File: config.mk
export PLATFORM = sky130hd
export DESIGN_NAME = load_store_unit
export DESIGN_NICKNAME = d
export VERILOG_FILES = /design/src/rtl/load_store_unit_pkg.sv /design/src/rtl/load_store_unit_data_align.sv /design/src/rtl/load_store_unit.sv
export SDC_FILE = /design/constraint.sdc
export NUM_CORES = 1
export LEC_CHECK = 0
export CAP_MARGIN = 15
export CORE_MARGIN = 3
export CORE_UTILIZATION = 30
export CTS_CLUSTER_DIAMETER = 200
export CTS_CLUSTER_SIZE = 8
export DETAILED_ROUTE_END_ITERATION = 7
export PLACE_DENSITY_LB_ADDON = 0.05
export SYNTH_ARGS = -nofsm -noshare
export SYNTH_HDL_FRONTEND = slang
export SYNTH_HIERARCHICAL = 1
export SYNTH_SLANG_ARGS = --single-unit
File: constraint.sdc
create_clock -name clk -period 4.8 [get_ports clk]
set_input_delay 0.72 -clock clk [delete_from_list [all_inputs] [get_ports clk]]
set_output_delay 0.72 -clock clk [all_outputs]
set_load 0.1 [all_outputs]
File: src/rtl/load_store_unit_pkg.sv
// Shared types and encodings for the load/store unit.
package load_store_unit_pkg;

    typedef enum logic [1:0] {
        IDLE   = 2'd0,
        REQ    = 2'd1,
        WAIT_R = 2'd2,
        DONE   = 2'd3
    } lsu_state_t;

    localparam logic [2:0] F3_LB  = 3'd0;
    localparam logic [2:0] F3_LH  = 3'd1;
    localparam logic [2:0] F3_LW  = 3'd2;
    localparam logic [2:0] F3_LBU = 3'd4;
    localparam logic [2:0] F3_LHU = 3'd5;
    localparam logic [2:0] F3_SB  = 3'd0;
    localparam logic [2:0] F3_SH  = 3'd1;
    localparam logic [2:0] F3_SW  = 3'd2;

    localparam logic [6:0] OPC_LOAD  = 7'b0000011;
    localparam logic [6:0] OPC_STORE = 7'b0100011;

endpackage

File: src/rtl/load_store_unit_data_align.sv
// Byte-lane steering: store enables/replication, load extraction/extension, access legality.
module load_store_unit_data_align
    import load_store_unit_pkg::*;
#(
    parameter int XLEN = 32
) (
    input  logic [2:0]      funct3,
    input  logic [1:0]      addr_lo,
    input  logic            we,
    input  logic [XLEN-1:0] wdata,
    input  logic [XLEN-1:0] rdata,
    output logic [3:0]      be,
    output logic [XLEN-1:0] wdata_rep,
    output logic [XLEN-1:0] load_data,
    output logic            bad
);

    logic [7:0]  rbyte;
    logic [15:0] rhalf;

    assign rbyte = rdata[{addr_lo, 3'b000} +: 8];
    assign rhalf = addr_lo[1] ? rdata[31:16] : rdata[15:0];

    always_comb begin
        be        = 4'b0000;
        wdata_rep = '0;
        bad       = 1'b0;
        case (funct3[1:0])
            2'd0: begin
                be        = 4'b0001 << addr_lo;
                wdata_rep = {(XLEN/8){wdata[7:0]}};
            end
            2'd1: begin
                be        = addr_lo[1] ? 4'b1100 : 4'b0011;
                wdata_rep = {(XLEN/16){wdata[15:0]}};
                bad       = addr_lo[0];
            end
            2'd2: begin
                be        = 4'b1111;
                wdata_rep = wdata;
                bad       = (addr_lo != 2'b00);
            end
            default: bad = 1'b1;
        endcase
        // Stores have no unsigned variants; loads reject 3/6/7.
        if (we && funct3[2])
            bad = 1'b1;
        if (!we && funct3[2] && funct3[1])
            bad = 1'b1;
    end

    always_comb begin
        load_data = '0;
        case (funct3)
            F3_LB:   load_data = {{(XLEN-8){rbyte[7]}}, rbyte};
            F3_LH:   load_data = {{(XLEN-16){rhalf[15]}}, rhalf};
            F3_LW:   load_data = rdata;
            F3_LBU:  load_data = {{(XLEN-8){1'b0}}, rbyte};
            F3_LHU:  load_data = {{(XLEN-16){1'b0}}, rhalf};
            default: load_data = '0;
        endcase
    end

endmodule

File: src/rtl/load_store_unit.sv
// Single-outstanding load/store issue to the data bus with pipeline stall and timeout.
module load_store_unit
    import load_store_unit_pkg::*;
#(
    parameter int XLEN           = 32,
    parameter int TIMEOUT_CYCLES = 64
) (
    input  logic            clk,
    input  logic            rst,
    input  logic            ex_mem_read,
    input  logic            ex_mem_write,
    input  logic [2:0]      ex_funct3,
    input  logic [XLEN-1:0] ex_addr,
    input  logic [XLEN-1:0] ex_wdata,
    output logic            lsu_stall,
    output logic            lsu_load_valid,
    output logic [XLEN-1:0] lsu_load_data,
    output logic            lsu_misaligned,
    output logic            lsu_bus_err,
    output logic            dmem_req,
    output logic            dmem_we,
    output logic [XLEN-1:0] dmem_addr,
    output logic [3:0]      dmem_be,
    output logic [XLEN-1:0] dmem_wdata,
    input  logic            dmem_gnt,
    input  logic            dmem_rvalid,
    input  logic [XLEN-1:0] dmem_rdata
);

    localparam int         CW      = (TIMEOUT_CYCLES > 1) ? $clog2(TIMEOUT_CYCLES) : 1;
    localparam bit         TO_EN   = (TIMEOUT_CYCLES != 0);
    localparam logic [CW-1:0] TC_LAST = TO_EN ? CW'(TIMEOUT_CYCLES - 1) : '0;

    lsu_state_t      state, state_nxt;
    logic [CW-1:0]   cnt;
    logic [XLEN-1:0] addr_q, wdata_q, data_q;
    logic [2:0]      f3_q;
    logic            we_q, err_q;
    logic [3:0]      be_q;

    logic            idle, one_req, valid_req, bad_req, timeout;
    logic [2:0]      f3_sel;
    logic [1:0]      alo_sel;
    logic            we_sel;
    logic [3:0]      al_be;
    logic [XLEN-1:0] al_wdata, al_ldata;
    logic            al_bad;

    // The aligner checks the incoming request in IDLE and extracts load data from the captured access otherwise.
    assign idle    = (state == IDLE);
    assign f3_sel  = idle ? ex_funct3     : f3_q;
    assign alo_sel = idle ? ex_addr[1:0]  : addr_q[1:0];
    assign we_sel  = idle ? ex_mem_write  : we_q;

    load_store_unit_data_align #(.XLEN(XLEN)) u_align (
        .funct3    (f3_sel),
        .addr_lo   (alo_sel),
        .we        (we_sel),
        .wdata     (ex_wdata),
        .rdata     (dmem_rdata),
        .be        (al_be),
        .wdata_rep (al_wdata),
        .load_data (al_ldata),
        .bad       (al_bad)
    );

    assign one_req   = ex_mem_read ^ ex_mem_write;
    assign valid_req = idle && one_req && !al_bad;
    assign bad_req   = idle && ((ex_mem_read && ex_mem_write) || (one_req && al_bad));
    assign timeout   = TO_EN && (cnt == TC_LAST);

    always_comb begin
        state_nxt = state;
        case (state)
            IDLE:    if (valid_req) state_nxt = REQ;
            REQ: begin
                if (dmem_gnt)     state_nxt = we_q ? DONE : WAIT_R;
                else if (timeout) state_nxt = DONE;
            end
            WAIT_R:  if (dmem_rvalid || timeout) state_nxt = DONE;
            DONE:    state_nxt = IDLE;
            default: state_nxt = IDLE;
        endcase
    end

    always_ff @(posedge clk or posedge rst) begin
        if (rst) begin
            state   <= IDLE;
            cnt     <= '0;
            addr_q  <= '0;
            wdata_q <= '0;
            data_q  <= '0;
            f3_q    <= '0;
            we_q    <= 1'b0;
            be_q    <= '0;
            err_q   <= 1'b0;
        end else begin
            state <= state_nxt;
            if ((state == REQ || state == WAIT_R) && TO_EN)
                cnt <= cnt + CW'(1);
            else
                cnt <= '0;
            if (valid_req) begin
                addr_q  <= ex_addr;
                wdata_q <= al_wdata;
                f3_q    <= ex_funct3;
                we_q    <= ex_mem_write;
                be_q    <= al_be;
                data_q  <= '0;
                err_q   <= 1'b0;
            end
            if (state == WAIT_R && dmem_rvalid) begin
                data_q <= al_ldata;
            end else if ((state == REQ && !dmem_gnt && timeout) ||
                         (state == WAIT_R && timeout)) begin
                data_q <= '0;
                err_q  <= 1'b1;
            end
        end
    end

    // rst gates the IDLE-side combinational terms so nothing leaks out while held in reset.
    assign lsu_stall      = (!rst && valid_req) || state == REQ || state == WAIT_R;
    assign lsu_misaligned = !rst && bad_req;
    assign lsu_load_valid = (state == DONE) && !we_q;
    assign lsu_bus_err    = (state == DONE) && err_q;
    assign lsu_load_data  = data_q;

    assign dmem_req   = (state == REQ);
    assign dmem_we    = we_q;
    assign dmem_addr  = {addr_q[XLEN-1:2], 2'b00};
    assign dmem_be    = be_q;
    assign dmem_wdata = wdata_q;

endmodule

-- Word level (Yosys, flattened, before mapping)
Index checks and enable logic that the tools add are counted.
- register bits after elaboration: 113
- output and inout port bits: 106
- word-level logic and storage cells: 83
- bits in read-only memories: 0
- memories kept: 0
- input bits: 105
- memory bits (writable): 0
- latch bits: 0
- shift operators: 2
- divide/modulo/power cells: 0
- equal/unequal tests: 13
- order comparisons: 0
- $add $sub $neg: 1
- multiply operators: 0
- bitwise gates (word level): 1
- reduce and logical (&&, ||, !) cells: 33
- mux-type cells: 24
- operators with widths (kind ; number):
    $pmux W32 S5 ; 1
    $mux W32 ; 3
    $pmux W32 S3 ; 1
    $shiftx A32 B6 Y8 ; 1
    $logic_and A1 B1 Y1 ; 16
    $mux W16 ; 1
    $pmux W4 S3 ; 1
    $mux W2 ; 5
    $pmux W2 S4 ; 1
    $mux W1 ; 7
    $add A6 B1 Y6 const B ; 1
    $eq A2 B2 Y1 const B ; 3
    $eq A3 B3 Y1 const B ; 2
    $eq A6 B6 Y1 const B ; 1
    $logic_or A1 B1 Y1 ; 6
    $mux W6 ; 1
    $logic_not A1 Y1 ; 5
    $eq A2 B1 Y1 const B ; 2
    $logic_not A2 Y1 ; 2
    $mux W4 ; 1
    $shl A1 B2 Y4 const A ; 1
    $eq A3 B1 Y1 const B ; 1
    $eq A3 B2 Y1 const B ; 1
    $logic_not A3 Y1 ; 1
    9 further kinds ; 9

-- Longest topological paths before layout
- word-level depth: 11
- mapped depth: 14
- mapped depth without buffers: 9

-- Cells and area by module
Netlist, hierarchy kept.
- modules (own cells, without submodules) (module ; times used ; cells an instance ; area an instance (µm²)):
    load_store_unit ; 1 ; 474 ; 4732.0
    load_store_unit_data_align ; 1 ; 200 ; 1307.5

-- Worst setup path after synthesis
No wires, ideal clock.
- path kind: input-to-output
- start point: in rst
- end point: out lsu_stall
- arrival: 5.499 ns
- stages on the path: 3
- required time: 4.080 ns
- setup slack: -1.419 ns
- cells stage by stage: inv_1 -> nand2_1 -> o21ai_0
- longest elaborated chain between the ends: 4
- RTL lines (item ; line ; RTL):
    from (decl) ; load_store_unit.sv:9 ; input logic rst,
    $logic_not A1 Y1 ; load_store_unit.sv:123 ; assign lsu_stall = (!rst && valid_req) || state == REQ || state == WAIT_R;
    $logic_and A1 B1 Y1 ; load_store_unit.sv:123 ;
    $logic_or A1 B1 Y1 (2 in series) ; load_store_unit.sv:123 ;
    to (decl) ; load_store_unit.sv:15 ; output logic lsu_stall,
No other way between the ends.

-- Final worst setup path
- start point: reg state[0]
- end point: out lsu_stall
- longest elaborated chain between the ends: 11
- elaborated cells on any way between the ends: 23
- those cells by class: eq/ne: 4; mux: 6; reduce/logical: 13
- RTL lines (item ; line ; RTL):
    from (decl) ; load_store_unit.sv:34 ; lsu_state_t state, state_nxt;
    from (signal assigned) ; load_store_unit.sv:98 ; state <= state_nxt;
    $logic_not A2 Y1 * ; load_store_unit.sv:50 ; assign idle = (state == IDLE);
    $mux W3 * ; load_store_unit.sv:51 ; assign f3_sel = idle ? ex_funct3 : f3_q;
    via f3_sel[0] ; load_store_unit.sv:42 ; logic [2:0] f3_sel;
    $eq A2 B2 Y1, or another cell as far along ; load_store_unit_data_align.sv:28 ; case (funct3[1:0])
    $pmux W1 S3 * ; load_store_unit_data_align.sv:28 ;
    $mux W1 * ; load_store_unit_data_align.sv:46 ; if (we && funct3[2])
    $mux W1 * ; load_store_unit_data_align.sv:48 ; if (!we && funct3[2] && funct3[1])
    via al_bad ; load_store_unit.sv:47 ; logic al_bad;
    $logic_not A1 Y1 * ; load_store_unit.sv:68 ; assign valid_req = idle && one_req && !al_bad;
    $logic_and A1 B1 Y1 * ; load_store_unit.sv:68 ;
    $logic_and A1 B1 Y1 * ; load_store_unit.sv:123 ;
    $logic_or A1 B1 Y1 * (2 in series) ; load_store_unit.sv:123 ;
Mark *: on every way through the listed nets, which the timed path passes. The rest lies on a longest branch.

==> reports/qor.yml <==
status:
  status: "completed"
yosys:
  yosys.area.top_type: "dfrtp_1"
  syn_area_um2: 6040
  synth-seq-cells: 113
  post-synth-top-area-fraction: 0.468
  synth_cell_type_count: 48
  ys_async_sr_fraction: 1.00
  yosysWarnings: 6
  syn_avg_cell_area_um2: 8.96
  synth-edff-count: 0
  seq_area_frac_synth: 0.468
  ys.flop_type: "dfrtp_1"
  ys_top_cells_by_area: "dfrtp_1 (47%), nand2_1 (15%), a22o_1 (4.8%), mux2_2 (4.3%), buf_4 (4.2%)"
  syn_inst: 674
timing:
  worstMarginPinSlew_ns: 1.05
  grt_setup_unrepaired: "no"
  finalCritPeriodShare: 0.852
  hold_viol_final: 0
  max_freq_mhz: 245
  tns_ns: 0
  skew_ns: 0.00975
  slew_headroom: 0.301
  drv_slew: 0
  fin_crit_ns: 4.09
  setup_viol: 0
layout:
  regArea_um2: 2830
  fin_nets: 945
  finalNonFillerCells: 1112
  syn2layout_area_growth_pct: 43.9
  multi_input_area_um2: 2690
  layout-drive-gt1-share: 0.0921
  antenna_cells: 0
  nFillCells: 1924
global_routing:
  grt_max_degree: 73
  grt_pass1_vias: 5274
  antenna_found_initial: 0
  grt_overflow: 0
  grt_first_pass_wirelength_mm: 29.0
  grt_usage: 0.169
floorplanning:
  pin_count: 211
  dieArea_um2: 21900
  initial_utilization: 0.308
  core_um2: 19600
  rows: 51
  die_x_um: 148
  chipHeight_um: 148
worst_setup_path:
  worst_ep_required_time_ns: 4.08
  worstReg2RegEnd: "dmem_wdata[3]"
  crit_start: "state[0]"
  start_kind: "flop"
  worstRegToRegCells: 10
  end_kind: "output pin"
  critPathKind: "flop to output pin"
  cp-endpoint: "lsu_stall"
  critPathMaxFanout: 29
  ff2ff_setup_slack_ns: 1.22
  rr_startpoint: "state[0]"
  arrival_ns: 3.37
clocking:
  clk_pin_slew_ns: 0.05
  cts_buffer_depth: 2
  htreeDepth: 4
  clk_latency_ns: 0.41
  post-cts-setup-buffer-count: 0
  cts_buffers: 17
  cts-root-buf: "clkbuf_16"
  cts.repair.resized: 0
  cts_tree: "done"
  cts-hold-fix-buffers: 0
  cts_sinks: 113
placement:
  dp.cells: 1080
  port_buffers: 208
  globalplace.congestion: 0.851
  post-dp-hpwl_mm: 13.5
run:
  max_cap_violations: 0
detailed_routing:
  route.detailed.vias_per_inst: 4.70
  drt_iter0_drc: 345
  via_count: 5223
  first_pass_iters: 4
  wirelength_mm: 18.7
  ant_nets: 0
  drt-wirelength-per-cell_um: 16.8
  drc_errors: 0
min_path:
  min_path_type: "flop to flop"
  hold_depth: 2
through the flow:
step	utilization	hold WS (ns)	cell area [um2]	setup slack, ns
CTS	0.444	0.475	8690	0.673
global route	0.444	0.492	8690	0.484
floorplan	-	0.442	6050	0.334
global placement	0.410	0.454	8030	1.00
finish	0.444	0.469	8690	0.711
detailed placement	0.410	0.461	8030	0.954
cells in the mapped netlist, types with 11 or more instances:
library cell and n:
and2_1 15, a21oi_1 23, a22o_1 33, o211ai_1 16, o21ai_0 35, nand3_1 18, mux2_2 23, buf_2 26
nand2_1 235, buf_4 34, nor2b_1 11, dfrtp_1 113
worst max-delay path, cell delays in order (launching register included):
cell	delay (ns)
dfrtp_1	0.40
inv_1	0.12
ha_1	0.35
mux2_2	0.60
nor2_2	0.56
a21oi_1	0.20
nand2b_2	0.27
o21ai_1	0.24
buf_12	0.21
cell usage in the layout, fill, tap and decap left out, types with 2 or more instances in the layout:
| master | n |
|---|---|
| conb_1 | 2 |
| clkbuf_16 | 17 |
| a21oi_1 | 23 |
| buf_4 | 10 |
| a22oi_1 | 9 |
| nand3b_1 | 2 |
| clkbuf_1 | 2 |
| clkinvlp_4 | 3 |
| nand3_1 | 18 |
| nand2_1 | 235 |
| nor2_2 | 3 |
| clkbuf_8 | 3 |
| o21ai_1 | 2 |
| nor2_1 | 6 |
| inv_1 | 4 |
| dfrtp_1 | 113 |
| mux2_2 | 23 |
| nand2b_1 | 3 |
| xnor2_1 | 3 |
| o211ai_1 | 16 |
| a22o_1 | 33 |
| clkdlybuf4s50_1 | 206 |
| clkinv_2 | 3 |
| ha_1 | 6 |
| mux2i_1 | 7 |
| nor2b_1 | 11 |
| o21ai_0 | 34 |
| bufinv_16 | 5 |
| and2_1 | 15 |
| a21o_1 | 8 |
sequential cells by signal, summed over array words and instances, names as in the netlist:
name	flops
lsu_load_data	32
cnt	6
state	2
dmem_we	1
dmem_be	4
err_q	1
dmem_wdata	32
f3_q	3
addr_q	32
area by class of cell:
cell class	instances	share of cell area
flip-flops and latches	113	0.325
multi-input cells	479	0.310
repair buffers	217	0.248
clock buffers	22	0.0546
well taps	265	0.0382
clock inverters	10	0.0207
inverters	6	0.00302
how the worst min path moves through the flow:
stage,startpoint,endpoint,slack (ns)
2_1_floorplan,addr_q[0],addr_q[0],0.44
3_3_place_gp,addr_q[0],addr_q[0],0.45
3_5_place_dp,dmem_wdata[18],dmem_wdata[18],0.46
4_1_cts,dmem_be[3],dmem_be[3],0.47
5_1_grt,dmem_be[3],dmem_be[3],0.49
6_report,dmem_be[3],dmem_be[3],0.47
cells by family (layout without fill, tap and decap cells):
| group | after synthesis | count (layout) | synth area share |
|---|---|---|---|
| and+or+nand+nor | 302 | 302 | 0.215 |
| AOI/OAI and AO/OA | 133 | 133 | 0.152 |
| DFF | 113 | 113 | 0.468 |
| buffers and inverters | 83 | 255 | 0.0868 |
| muxes | 32 | 32 | 0.0588 |
| adders and majority gates | 6 | 6 | 0.0124 |
| xor gates and xnor gates | 4 | 4 | 0.00580 |
| other | 1 | 2 | 0.000621 |
routing by layer:
metal  track usage  wire length [um]  vias up
met3        0.0595              1370       29
met5             0                 0        -
met1         0.219              8310     2475
met4        0.0711               480        0
met2         0.258              8560      170
li1              -                 -     2549
Power is left out: the tool's default activity adds up to more than one toggle a clock period on the data nets, which glitch-free logic cannot reach.
